### src/rtl/spi_pkg.sv
// Shared types and constants for the motor-command SPI transmitter.
package spi_pkg;

    localparam int FRAME_BITS = 16;
    localparam int BIT_CNT_W  = $clog2(FRAME_BITS);

    typedef enum logic [2:0] {
        IDLE,
        LOW,
        HIGH,
        HOLD,
        GAP
    } spi_tx_state_t;

endpackage

### src/rtl/spi_motor_tx_if.sv
// Command handshake plus SPI lines between a frame requester and spi_motor_tx.
interface spi_motor_tx_if;

    logic       start;
    logic [7:0] motor1;
    logic [7:0] motor2;
    logic       busy;
    logic       done;
    logic       sck;
    logic       load;
    logic       sdo;

    modport master (
        output start, motor1, motor2,
        input  busy, done, sck, load, sdo
    );

    modport slave (
        input  start, motor1, motor2,
        output busy, done, sck, load, sdo
    );

endinterface

### src/rtl/spi_tick_gen.sv
// Half-period divider: tick is high on the last of every CLK_DIV cycles since clear.
module spi_tick_gen #(
    parameter int CLK_DIV = 4
) (
    input  logic clk,
    input  logic reset,
    input  logic clear,
    output logic tick
);

    localparam int CW = (CLK_DIV > 1) ? $clog2(CLK_DIV) : 1;
    localparam logic [CW-1:0] LAST = CW'(CLK_DIV - 1);

    logic [CW-1:0] count;

    // NOTE: sequential state uses non-blocking assignments so every flop samples pre-edge values.
    always_ff @(posedge clk) begin
        if (reset || clear || tick) begin
            count <= '0;
        end else begin
            count <= count + 1'b1;
        end
    end

    assign tick = (count == LAST);

endmodule

### src/rtl/spi_motor_tx.sv
// Controller-side SPI mode-0 transmitter for one 16-bit {motor1, motor2} frame per start,
// framed by active-low load with a half-period hold and gap around each frame.
module spi_motor_tx
    import spi_pkg::*;
#(
    parameter int CLK_DIV = 4
) (
    input  logic          clk,
    input  logic          reset,
    spi_motor_tx_if.slave bus
);

    localparam logic [BIT_CNT_W-1:0] LAST_BIT = BIT_CNT_W'(FRAME_BITS - 1);

    spi_tx_state_t         state;
    spi_tx_state_t         next_state;
    logic                  tick;
    logic                  state_change;
    logic [FRAME_BITS-1:0] shreg;
    logic [FRAME_BITS-1:0] shreg_d;
    logic [BIT_CNT_W-1:0]  bit_cnt;
    logic [BIT_CNT_W-1:0]  bit_cnt_d;
    logic                  sck_q, sck_d;
    logic                  load_q, load_d;
    logic                  sdo_q, sdo_d;
    logic                  busy_q, busy_d;
    logic                  done_q, done_d;

    assign state_change = (next_state != state);

    spi_tick_gen #(
        .CLK_DIV(CLK_DIV)
    ) u_tick (
        .clk  (clk),
        .reset(reset),
        .clear(state_change),
        .tick (tick)
    );

    always_ff @(posedge clk) begin
        if (reset) begin
            state   <= IDLE;
            bit_cnt <= '0;
            sck_q   <= 1'b0;
            load_q  <= 1'b1;
            sdo_q   <= 1'b0;
            busy_q  <= 1'b0;
            done_q  <= 1'b0;
        end else begin
            state   <= next_state;
            bit_cnt <= bit_cnt_d;
            sck_q   <= sck_d;
            load_q  <= load_d;
            sdo_q   <= sdo_d;
            busy_q  <= busy_d;
            done_q  <= done_d;
        end
        // NOTE: the shift register is pure datapath, reloaded on every accepted start, so it needs no reset.
        shreg <= shreg_d;
    end

    // Every non-idle state advances exactly on its divider tick.
    always_comb begin
        next_state = state;
        unique case (state)
            IDLE:    if (bus.start) next_state = LOW;
            LOW:     if (tick) next_state = HIGH;
            HIGH:    if (tick) next_state = (bit_cnt == LAST_BIT) ? HOLD : LOW;
            HOLD:    if (tick) next_state = GAP;
            GAP:     if (tick) next_state = IDLE;
            default: next_state = IDLE;
        endcase
    end

    always_comb begin
        // NOTE: every combinational output gets a default first, so no path can infer a latch.
        shreg_d   = shreg;
        bit_cnt_d = bit_cnt;
        sck_d     = sck_q;
        load_d    = load_q;
        sdo_d     = sdo_q;
        busy_d    = busy_q;
        done_d    = 1'b0;
        unique case (state)
            IDLE: begin
                if (bus.start) begin
                    shreg_d   = {bus.motor1, bus.motor2};
                    sdo_d     = bus.motor1[7];
                    load_d    = 1'b0;
                    busy_d    = 1'b1;
                    bit_cnt_d = '0;
                end
            end
            LOW: begin
                if (tick) sck_d = 1'b1;
            end
            HIGH: begin
                if (tick) begin
                    sck_d = 1'b0;
                    // sdo moves on the falling edge, a full half-period before the next rise.
                    if (bit_cnt != LAST_BIT) begin
                        shreg_d   = shreg << 1;
                        sdo_d     = shreg[FRAME_BITS-2];
                        bit_cnt_d = bit_cnt + 1'b1;
                    end
                end
            end
            HOLD: begin
                if (tick) begin
                    load_d = 1'b1;
                    sdo_d  = 1'b0;
                end
            end
            GAP: begin
                if (tick) begin
                    done_d = 1'b1;
                    busy_d = 1'b0;
                end
            end
            default: begin
                busy_d = 1'b0;
            end
        endcase
    end

    assign bus.sck  = sck_q;
    assign bus.load = load_q;
    assign bus.sdo  = sdo_q;
    assign bus.busy = busy_q;
    assign bus.done = done_q;

endmodule

### src/flat_wrapper.sv
// flat-port wrapper written by rule: the top's interface ports become plain ports
module spi_motor_tx_flat import spi_pkg::*;
#(
    parameter int CLK_DIV = 4
)
  (clk, reset, bus_start, bus_motor1, bus_motor2, bus_busy, bus_done, bus_sck, bus_load, bus_sdo);
  spi_motor_tx_if bus_i ();
  input  logic clk;
  input  logic reset;
  input wire logic [$bits(bus_i.start)-1:0] bus_start;
  input wire logic [$bits(bus_i.motor1)-1:0] bus_motor1;
  input wire logic [$bits(bus_i.motor2)-1:0] bus_motor2;
  output wire logic [$bits(bus_i.busy)-1:0] bus_busy;
  output wire logic [$bits(bus_i.done)-1:0] bus_done;
  output wire logic [$bits(bus_i.sck)-1:0] bus_sck;
  output wire logic [$bits(bus_i.load)-1:0] bus_load;
  output wire logic [$bits(bus_i.sdo)-1:0] bus_sdo;
  assign bus_i.start = bus_start;
  assign bus_i.motor1 = bus_motor1;
  assign bus_i.motor2 = bus_motor2;
  assign bus_busy = bus_i.busy;
  assign bus_done = bus_i.done;
  assign bus_sck = bus_i.sck;
  assign bus_load = bus_i.load;
  assign bus_sdo = bus_i.sdo;
  spi_motor_tx #(.CLK_DIV(CLK_DIV)) u_core (.clk(clk), .reset(reset), .bus(bus_i));
endmodule
### config.mk
export PLATFORM = sky130hd
export DESIGN_NAME = spi_motor_tx_flat
export DESIGN_NICKNAME = d
export VERILOG_FILES = /design/src/rtl/spi_pkg.sv /design/src/rtl/spi_motor_tx_if.sv /design/src/rtl/spi_tick_gen.sv /design/src/rtl/spi_motor_tx.sv /design/src/flat_wrapper.sv
export SDC_FILE = /design/constraint.sdc
export NUM_CORES = 1
export LEC_CHECK = 0
export BUFFER_PORTS_ARGS = -buffer_cell sky130_fd_sc_hd__buf_2
export CAP_MARGIN = 40
export CORE_UTILIZATION = 54
export CTS_CLUSTER_DIAMETER = 100
export CTS_CLUSTER_SIZE = 25
export DETAILED_ROUTE_END_ITERATION = 6
export PLACE_DENSITY = 0.78
export SETUP_SLACK_MARGIN = 0.5
export SLEW_MARGIN = 20
export SYNTH_ARGS = -nofsm -noshare
export SYNTH_HDL_FRONTEND = slang
export SYNTH_HIERARCHICAL = 1
export SYNTH_SLANG_ARGS = --single-unit
### constraint.sdc
create_clock -name clk -period 2.2 [get_ports clk]
set_input_delay 0.44 -clock clk [delete_from_list [all_inputs] [get_ports clk]]
set_output_delay 0.44 -clock clk [all_outputs]
set_load 0.02 [all_outputs]
==> results of run 1 <==
-- through the flow --
step / utilization, % / power (mW)
after global routing: 68.5 / 1.10
after CTS: 67.9 / 1.07
after global placement: 65.0 / 0.732
final: 68.5 / 1.06
after detailed placement: 65.0 / 0.737
after floorplan: - / 0.699
-- cells in the mapped netlist (2+ instances only) --
cell type / count
edfxtp_1: 15
dfxtp_1: 14
mux2_2: 14
a21oi_1: 9
nor2_1: 6
inv_1: 4
o21ai_0: 4
clkbuf_1: 3
nand2_1: 3
nand3_1: 3
ha_1: 2
mux2i_1: 2
nand2b_1: 2
nand4b_1: 2
nor2b_1: 2
nor3_1: 2
o211ai_1: 2
-- state kept, by name, indices dropped and copies added (netlist names) --
signal / cells
u_core/u_tick/count: 2
u_core/shreg: 15
u_core/bit_cnt: 4
u_core/bus.load: 1
u_core/state: 3
u_core/bus.sck: 1
u_core/bus.sdo: 1
u_core/bus.done: 1
u_core/bus.busy: 1
-- worst paths after layout --
path                               start                endpoint  slack, ps  depth (start not counted)
hold reg to reg   u_core/u_tick/count[0]  u_core/u_tick/count[0]        440                          1
hold / removal             bus_motor2[0]         u_core/shreg[0]        410                          2
setup / recovery         u_core/state[1]        u_core/shreg[13]        630                          4
setup reg to reg         u_core/state[1]        u_core/shreg[13]        630                          4
-- repair_timing --
action / 4_1_cts / 5_1_grt
resized for setup: 5 / 3
hold buffers: 0 / 0
setup endpoints to repair: 19 / 15
gates cloned: 0 / 0
-- placed cells by master (no fill, tap or decap), types with 2 or more instances in the layout --
master / instances
nand2b_1: 2
nor3_1: 2
dfxtp_2: 3
edfxtp_1: 15
mux2_2: 14
mux2i_1: 2
o211ai_1: 2
clkbuf_1: 2
dfxtp_1: 11
a21oi_1: 8
nand4b_1: 2
clkbuf_4: 5
nand3_1: 3
nand2_1: 3
buf_2: 23
nor2_1: 6
inv_1: 3
nor2b_1: 2
ha_1: 2
buf_4: 2
o21ai_0: 3
-- critical path, stage by stage, from the launching register on --
cell and delay (ps):
dfxtp_2 440, inv_1 150, nor3_4 120, buf_4 240
mux2_2 360
-- layer usage --
layer	GRT usage (%)	part of all wire (%)	vias to the layer above
li1	-	-	469
met1	22.6	43	451
met2	33.1	51	22
met3	6.73	4.4	5
met4	12.2	1.9	0
met5	0	0	-
-- power by group --
part           switching, mW  internal [mW]  leakage, nW
Combinational         0.0537         0.0507        0.313
Clock                  0.176          0.157       0.0326
Sequential            0.0177          0.604        0.259
-- kinds of logic (layout without fill, tap and decap cells) --
family	count (synthesis)	in the layout
DFF	29	29
adders and majority gates	2	2
and+or+nand+nor	32	32
buffers and inverters	9	37
muxes	16	16
AOI/OAI and AO/OA	21	21
-- layout make-up --
class / count / area share [%]
repair buffers: 25 / 8.35
well taps: 28 / 2.25
multi-input cells: 71 / 37.6
flip-flops and latches: 29 / 47.1
inverters: 4 / 0.963
clock buffers: 8 / 3.77
==> impl_results.md, run 1 <==
- Via Count: 947
- Slew HR: 73.8%
- Power Density: 680 nW/um2
- Layout cells sized above 1: 40.1%
- Share of the synthesized area in the top cell type: 33.6%
- Element type at the critical path end: register
- Post-route ant nets: 0
- Status: completed
- Seq/Total Area, Yosys: 54.4%
- Number of flops mapped to enable cells by yosys: 15
- VDD IR-drop max: 476 uV
- Synth warnings: 6
- Synth Area in Compound Gates: 9.32%
- Fmax: 638 MHz
- Reg area: 734 um2
- Distinct cell type count after synthesis: 37
- Crit start category: register
- Ranking of synthesized cells by area: edfxtp_1 34%, dfxtp_1 21%, mux2_2 12%
- Die height: 51.9 um
- Cts bufs inserted: 5
- Final instance area: 1560 um2
- Post-Place Setup Slack: 177 ps
- Post-Synth Simple-Gate Area: 18.0%
- Leakage: 0.604 nW
- Die span in x: 51.9 um
- Clock sink count: 29
- Area Overhead vs Synth: 16.1%
- DRT iter0 DRCs: 12
- Worst-Skew Late Latency: 320 ps
- Antenna cells: 0
- Setup WS post-layout: 633 ps
- Clk pin slew, worst setup/hold paths: 90 ps
- Maximum root-to-sink buffer count: 2
- Post-CTS Setup Repair Bufs: 0
- WL per Instance: 13.8 um
- Worst min-delay path class: input pin to register
- Worst hold slack: 405 ps
- Mapped Cells: 109
- PortBufs: 23
- CP Data Required Time: 2270 ps
- Multi-input logic area: 586 um2
- Die area: 2690 um2
- Tcrit/Tclk final: 71.2%
- Synth Area in Adders: 1.86%
- Avg Inst Size Synth: 12.3 um2
- Total grt overflow: 0
- Vias in the first global route: 891
- Fin. max-slew vios: 0
- Final Hold Viols: 0
- Placed cells: 157
- Initial core utilization: 59.0%
- Final Non-Filler Cells: 165
- Crit Path Category: register to register
- RSZ-0062 raised after global routing: no
- Synthesized area: 1340 um2
- Worst-Margin Slew: 391 ps
- Largest family of logic cells by synthesized area: simple AND/OR/NAND/NOR gates
- Clk_skew: 8.37 ps
- Initial antenna violation count: 0
- Pin count of the biggest net entering global routing: 17
- DRT Pass-1 Iters: 4
- Largest area contributor in the netlist: edfxtp_1
- Crit path time final: 1570 ps
- # nets final: 157
- Share of synthesized registers carrying an async set or reset: 0%
- Htree depth: 2
- Detailed-route DRC error count: 0
- IO Count: 24
- Ys flop type: edfxtp_1
- Placer Congestion: 0.869
- Post-synthesis mux area share: 13.2%
- Row count: 17
- Yosys reg bits: 29
- Crit path DAT: 1640 ps
- Setup-failing EPs final: 0
- Fillers: 169
- Detailed placer's ending HPWL: 1620 um
- Synthesized Nets: 130
- Placement-stage cell area: 1480 um2
- Max-Cap Viols: 0
- CTS tree: built
- First-pass GRT wire length: 3790 um
- Xor and xnor fraction of the mapped netlist area: 0%
- Crit Path Max Fanout: 15
- Core Region: 2280 um2
- DR vias/cell: 5.74
- GRT Overall Usage: 20.3%
- Fin Setup TNS: 0 ps
- CTS root buffer: clkbuf_4
- WL final: 2280 um
(Power assumes the default switching activity.)
==> inputs of run 2 (changes only) <==
ABC_AREA = 1   (was default)
PLACE_DENSITY = 0.77   (was 0.78)
clock period = 1.6 ns   (was 2.2 ns; I/O delays follow)
==> run 2 against run 1 <==
Global-route usage grew 7.7 points; utilization up 21 points; die area increased by 1.4%; register-to-register slack got worse by 410 ps; non-clock buffer count grew 29; cell count is 53% higher; wire length up 87%; critical path type unchanged; largest power group unchanged.
==> impl_results.md, run 2 <==
- Die area: 2730 um2
- Worst min-delay path class: input pin to register
- CTS tree: built
- Distinct cell type count after synthesis: 26
- Top-count cell post-synth: nand2_1
- Max-Cap Viols: 0
- Die height: 52.2 um
- CTS root buffer: clkbuf_4
- Largest reg by FF count: u_core/shreg
- Ranking of synthesized cells by area: edfxtp_1 33%, dfxtp_1 21%, nand2_1 18%
- Power Density: 779 nW/um2
- Maximum root-to-sink buffer count: 2
- Synth Area in Adders: 1.84%
- Ys flop type: edfxtp_1
- DRT Pass-1 Iters: 4
- Share of synthesized registers carrying an async set or reset: 0%
- GRT Overall Usage: 28.0%
- Clock sink count: 29
- Die span in x: 52.2 um
- Multi-input logic area: 689 um2
- # nets final: 244
- Synth Area in Compound Gates: 4.69%
- WL per Instance: 16.9 um
- Max reg flops: 15
- Fin. max-slew vios: 0
- Final Hold Viols: 0
- Detailed placer's ending HPWL: 1950 um
- Core Region: 2300 um2
- Clk_skew: 2.92 ps
- Worst-Skew Late Latency: 330 ps
- Crit path time final: 1370 ps
- Mapped Cells: 166
- Element type at the critical path end: register
- Detailed-route DRC error count: 0
- Vias in the first global route: 1199
- WL final: 4260 um
- Initial antenna violation count: 0
- Reg area: 753 um2
- Antenna cells: 0
- Row count: 17
- Share of the synthesized area in the top cell type: 33.1%
- Yosys reg bits: 29
- Final Non-Filler Cells: 252
- Placed cells: 218
- Placement-stage cell area: 1570 um2
- Worst-Margin Slew: 273 ps
- Cts bufs inserted: 5
- CP Data Required Time: 1710 ps
- Pin count of the biggest net entering global routing: 16
- Largest family of logic cells by synthesized area: simple AND/OR/NAND/NOR gates
- Fin Setup TNS: 0 ps
- DR vias/cell: 5.56
- Post-Synth Simple-Gate Area: 32.4%
- Fmax: 728 MHz
- Top Registers: u_core/shreg x15, u_core/bit_cnt x4, u_core/state x3
- First-pass GRT wire length: 5290 um
- Slew HR: 81.6%
- Avg Inst Size Synth: 8.20 um2
- Tcrit/Tclk final: 85.8%
- IO Count: 24
- Commonest non-fill, non-tap cell in the layout: nand2_1
- Final instance area: 2070 um2
- Total grt overflow: 0
- RSZ-0062 raised after global routing: yes
- Status: completed
- Fillers: 95
- Reg2reg setup slack: 230 ps
- Crit Path Max Fanout: 7
- Via Count: 1402
- Placer Congestion: 0.832
- Seq/Total Area, Yosys: 53.7%
- Most frequent cells in the layout: 50 x nand2_1, 18 x buf_2, 18 x buf_4
- Initial core utilization: 59.3%
- Crit Path Category: register to register
- Post-synthesis mux area share: 0%
- PortBufs: 23
- Area Overhead vs Synth: 51.8%
- Synthesized area: 1360 um2
- VDD IR-drop max: 683 uV
- Synth warnings: 6
- Htree depth: 2
- Xor and xnor fraction of the mapped netlist area: 0.643%
- DRT iter0 DRCs: 63
- Leakage: 0.924 nW
- Post-route ant nets: 0
- Setup-failing EPs final: 0
- Number of flops mapped to enable cells by yosys: 15
- Clk pin slew, worst setup/hold paths: 90 ps
- Layout cells sized above 1: 49.6%
- Crit path DAT: 1480 ps
- Synth top cells by count: 65 x nand2_1, 15 x edfxtp_1, 15 x inv_1
- Largest area contributor in the netlist: edfxtp_1
- Crit start category: register
- Synthesized Nets: 187
[run 2: cell types whose count changed in the layout (fill, tap and decap cells not counted), moves of 13 or more]
| cell | before | now |
|---|---|---|
| nand2_1 | 3 | 50 |
| buf_4 | 2 | 18 |
| buf_6 | 0 | 14 |
| mux2_2 | 14 | 0 |
| nand2_2 | 0 | 13 |
[run 2: area by class of cell]
| class | instances | share of cell area, % |
|---|---|---|
| Inverter | 17 | 3.51 |
| Multi-Input combinational cell | 116 | 33.4 |
| Timing Repair Buffer | 54 | 22.2 |
| Clock buffer | 8 | 2.85 |
| Sequential cell | 29 | 36.4 |
| Tap cell | 28 | 1.69 |
[run 2: cell families after synthesis]
logic type | count (synthesis)
flip-flops | 29
AO/OA/AOI/OAI | 12
adder cells (fa/ha/maj) | 2
buffers and inverters | 21
AND/OR/NAND/NOR | 101
XOR/XNOR | 1
[run 2: path summary, 6_finish.rpt]
path | from | to | depth (start not counted)
worst min-delay path | bus_motor1[0] | u_core/shreg[8] | 3
worst min register to register | u_core/u_tick/count[0] | u_core/u_tick/count[0] | 1
worst max-delay path | u_core/state[2] | u_core/shreg[0] | 7
worst max register to register | u_core/state[2] | u_core/shreg[0] | 7
[run 2: per-layer routing]
metal	routed length [um]	up-vias	GRT usage, %
li1	-	651	-
met3	293	29	6.96
met1	1550	653	31.6
met5	0	-	0
met2	2210	69	50.4
met4	207	0	10.5
[run 2: where the power goes]
part	switching (mW)	internal [mW]	total, mW
Combinational	0.143	0.131	0.274
Clock	0.258	0.216	0.475
Sequential	0.0274	0.833	0.860
Total	0.429	1.18	1.61
[run 2: what timing repair did]
| item | in CTS | in global routing |
|---|---|---|
| resized for setup | 31 | 39 |
| gates cloned | 1 | 0 |
| setup buffers | 13 | 12 |
| pin swaps | 8 | 12 |
| endpoints found under the setup margin | 46 | 47 |
| hold buffers | 0 | 0 |
[run 2: critical path: stages, from the launching register on]
cell,delay (ps)
dfxtp_4,380
inv_4,80
nand2_4,60
nor2_4,170
nand2_4,80
nand2_4,80
clkinvlp_4,120
clkbuf_16,180
[run 2: metrics by stage]
step	power, mW	worst slack, ps	util (%)	hold WS (ps)
4_1_cts	1.54	240	80.9	258
3_3_place_gp	1.03	54.9	68.3	408
2_1_floorplan	0.978	167	-	402
6_report	1.61	227	90.0	256
5_1_grt	1.67	162	90.0	256
3_5_place_dp	1.04	6.71	68.3	419
==> inputs of run 3 (changes only) <==
BUFFER_PORTS_ARGS = -buffer_cell sky130_fd_sc_hd__clkbuf_2   (was -buffer_cell sky130_fd_sc_hd__buf_2)
==> run 3 against run 2 <==
Synthesized cell count unchanged; the run now fails in 5_1_grt; synthesized area unchanged.
==> impl_results.md, run 3 <==
- Die height: 52.2 um
- Number of flops mapped to enable cells by yosys: 15
- Post-synthesis mux area share: 0%
- Maximum root-to-sink buffer count: 2
- Distinct cell type count after synthesis: 26
- Synth Area in Compound Gates: 4.69%
- Detailed placer's ending HPWL: 1980 um
- Ys flop type: edfxtp_1
- Cts bufs inserted: 5
- Htree depth: 2
- Synth warnings: 6
- Post-Synth Simple-Gate Area: 32.4%
- Fail Step: 5_1_grt
- Row count: 17
- Mapped Cells: 166
- Avg Inst Size Synth: 8.20 um2
- Initial core utilization: 59.3%
- Synthesized Nets: 187
- Share of synthesized registers carrying an async set or reset: 0%
- Ranking of synthesized cells by area: edfxtp_1 33%, dfxtp_1 21%, nand2_1 18%
- Post-Place Setup Slack: 3.23 ps
- Hold buffer count at cts: 0
- Share of the synthesized area in the top cell type: 33.1%
- PortBufs: 23
- Synth top cells by count: 65 x nand2_1, 15 x edfxtp_1, 15 x inv_1
- Clock sink count: 29
- Top-count cell post-synth: nand2_1
- Placer Congestion: 0.825
- Yosys reg bits: 29
- Largest area contributor in the netlist: edfxtp_1
- Seq/Total Area, Yosys: 53.7%
- IO Count: 24
- Log Error: [ERROR DPL-0038] Utilization greater than 100%, impossible to legalize
- CTS root buffer: clkbuf_4
- Die span in x: 52.2 um
- Post-GRT worst EP: u_core/u_tick/count[1]$_SDFF_PP0_/D
- Synth Area in Adders: 1.84%
- Pin count of the biggest net entering global routing: 11
- Largest family of logic cells by synthesized area: simple AND/OR/NAND/NOR gates
- Worst EP kind: sequential cell input
- Xor and xnor fraction of the mapped netlist area: 0.643%
- Synthesized area: 1360 um2
- Status: stopped before the end
-- run 3: cell counts after synthesis --
Identical to the previous run, type by type.
-- run 3: cell families after synthesis --
| logic type | Yosys count |
|---|---|
| adder cells (fa/ha/maj) | 2 |
| AND/OR/NAND/NOR | 101 |
| AO/OA/AOI/OAI | 12 |
| flip-flops | 29 |
| XOR/XNOR | 1 |
| buffers and inverters | 21 |
-- run 3: timing repair --
action | CTS
setup endpoints to repair | 47
buffers inserted | 21
resized for setup | 69
gates cloned | 2
pin swaps | 22
-- run 3: stage by stage --
step | util [%] | area, um2 | std cells | hold WS (ps)
4_1_cts | 90.7 | 2080 | 249 | 260
2_1_floorplan | - | 1420 | 166 | 402
3_5_place_dp | 68.3 | 1570 | 218 | 420
3_3_place_gp | 68.3 | 1570 | 218 | 408
==> inputs of run 4 (changes only) <==
CORE_AREA = 2 2 63 65   (was default)
CORE_UTILIZATION = default   (was 54)
CTS_CLUSTER_DIAMETER = default   (was 100)
CTS_CLUSTER_SIZE = default   (was 25)
DIE_AREA = 0 0 65 67   (was default)
PLACE_DENSITY = default   (was 0.77)
PLACE_DENSITY_LB_ADDON = 0.15   (was default)
SETUP_SLACK_MARGIN = default   (was 0.5)
==> run 4 against run 3 <==
The run now ends clean.
==> impl_results.md, run 4 (synthesis gave the netlist of run 2 again) <==
- Worst min-delay path class: input pin to register
- CTS root buffer: clkbuf_8
- Die height: 67 um
- Power consumption: 1.65 mW
- Layout cells sized above 1: 24.8%
- GRT Overall Usage: 15.1%
- Crit path time final: 1500 ps
- Detailed placer's ending HPWL: 1940 um
- Crit Path Max Fanout: 15
- Clock sink count: 29
- Clk pin slew, worst setup/hold paths: 60 ps
- DRT iter0 DRCs: 66
- CP Data Required Time: 1590 ps
- Worst-Margin Slew: 349 ps
- Fin Setup TNS: 0 ps
- CTS tree: built
- Max reg flops: 15
- Leakage: 0.766 nW
- Cts bufs inserted: 5
- Largest reg by FF count: u_core/shreg
- Core Region: 3610 um2
- IO Count: 24
- Clk_skew: 5.04 ps
- Commonest non-fill, non-tap cell in the layout: nand2_1
- WL per Instance: 10.9 um
- RSZ-0062 raised after global routing: no
- First-pass GRT wire length: 4860 um
- Final Non-Filler Cells: 250
- Crit Path Category: register to register
- PortBufs: 23
- VDD IR-drop max: 472 uV
- Final instance area: 1680 um2
- Post-route ant nets: 0
- Vias in the first global route: 1147
- Placement-stage cell area: 1570 um2
- Most frequent cells in the layout: 65 x nand2_1, 23 x clkbuf_2, 15 x inv_1, 15 x edfxtp_1, 14 x dfxtp_1
- DR vias/cell: 4.55
- Crit path DAT: 1500 ps
- Pin count of the biggest net entering global routing: 17
- Row count: 22
- Post-CTS Setup Repair Bufs: 0
- Power Density: 982 nW/um2
- Htree depth: 2
- Fin. max-slew vios: 0
- Tcrit/Tclk final: 94.0%
- Detailed-route DRC error count: 0
- Worst-Skew Late Latency: 280 ps
- Status: completed
- Initial core utilization: 37.8%
- Fmax: 665 MHz
- Die span in x: 65 um
- Slew HR: 76.7%
- Area Overhead vs Synth: 23.3%
- Hold buffer count at cts: 0
- DRT Pass-1 Iters: 4
- Antenna cells: 0
- Setup-failing EPs final: 0
- Placer Congestion: 0.738
- CTS resizes: 0
- Total grt overflow: 0
- Placed cells: 239
- Initial antenna violation count: 0
- Die area: 4360 um2
- # nets final: 222
- Maximum root-to-sink buffer count: 2
- Max-Cap Viols: 0
- WL final: 2730 um
- Via Count: 1138
- Top Registers: u_core/shreg x15, u_core/bit_cnt x4, u_core/state x3
- Crit start category: register
- Final Hold Viols: 0
- Element type at the critical path end: register
run 4: worst paths after layout:
| path | startpoint | endpoint | slack (ps) | depth (start not counted) |
|---|---|---|---|---|
| hold / removal | bus_motor1[3] | u_core/shreg[11] | 310 | 3 |
| hold reg to reg | u_core/u_tick/count[0] | u_core/u_tick/count[0] | 420 | 1 |
| setup reg to reg | u_core/bit_cnt[0] | u_core/shreg[11] | 100 | 7 |
| setup / recovery | u_core/bit_cnt[0] | u_core/shreg[11] | 100 | 7 |
run 4: layout make-up:
type,instances,area [um2]
inverters,17,63.8
clock buffers,8,90.1
repair buffers,32,195
multi-input cells,116,539
fillers,362,1930
flip-flops and latches,29,731
well taps,48,60.1
run 4: worst max-delay path, stage by stage (launching register included):
cell	delay, ps
dfxtp_1	320
ha_1	230
nand3_1	110
nand3_1	90
nand2_2	140
nand2_2	80
inv_1	100
buf_12	150
run 4: where the power goes:
| part | internal (mW) | switching (mW) |
|---|---|---|
| sequential | 0.835 | 0.0199 |
| clock | 0.350 | 0.269 |
| combinational | 0.0767 | 0.0978 |
run 4: metrics by stage:
stage               setup WS [ps]  util (%)  hold slack [ps]
CTS                           104      45.9              301
global placement              152      43.4              406
finish                       96.3      46.6              312
detailed placement            109      43.4              418
global route                 6.63      46.6              317
floorplan                    51.3         -              397
run 4: routing by layer:
metal / part of all wire (%) / wire [um] / track usage, %
met5: 0 / 0 / 0
met4: 1.9 / 53 / 7.71
met3: 4.2 / 116 / 5.41
met2: 44 / 1200 / 25.5
met1: 50 / 1360 / 16.6
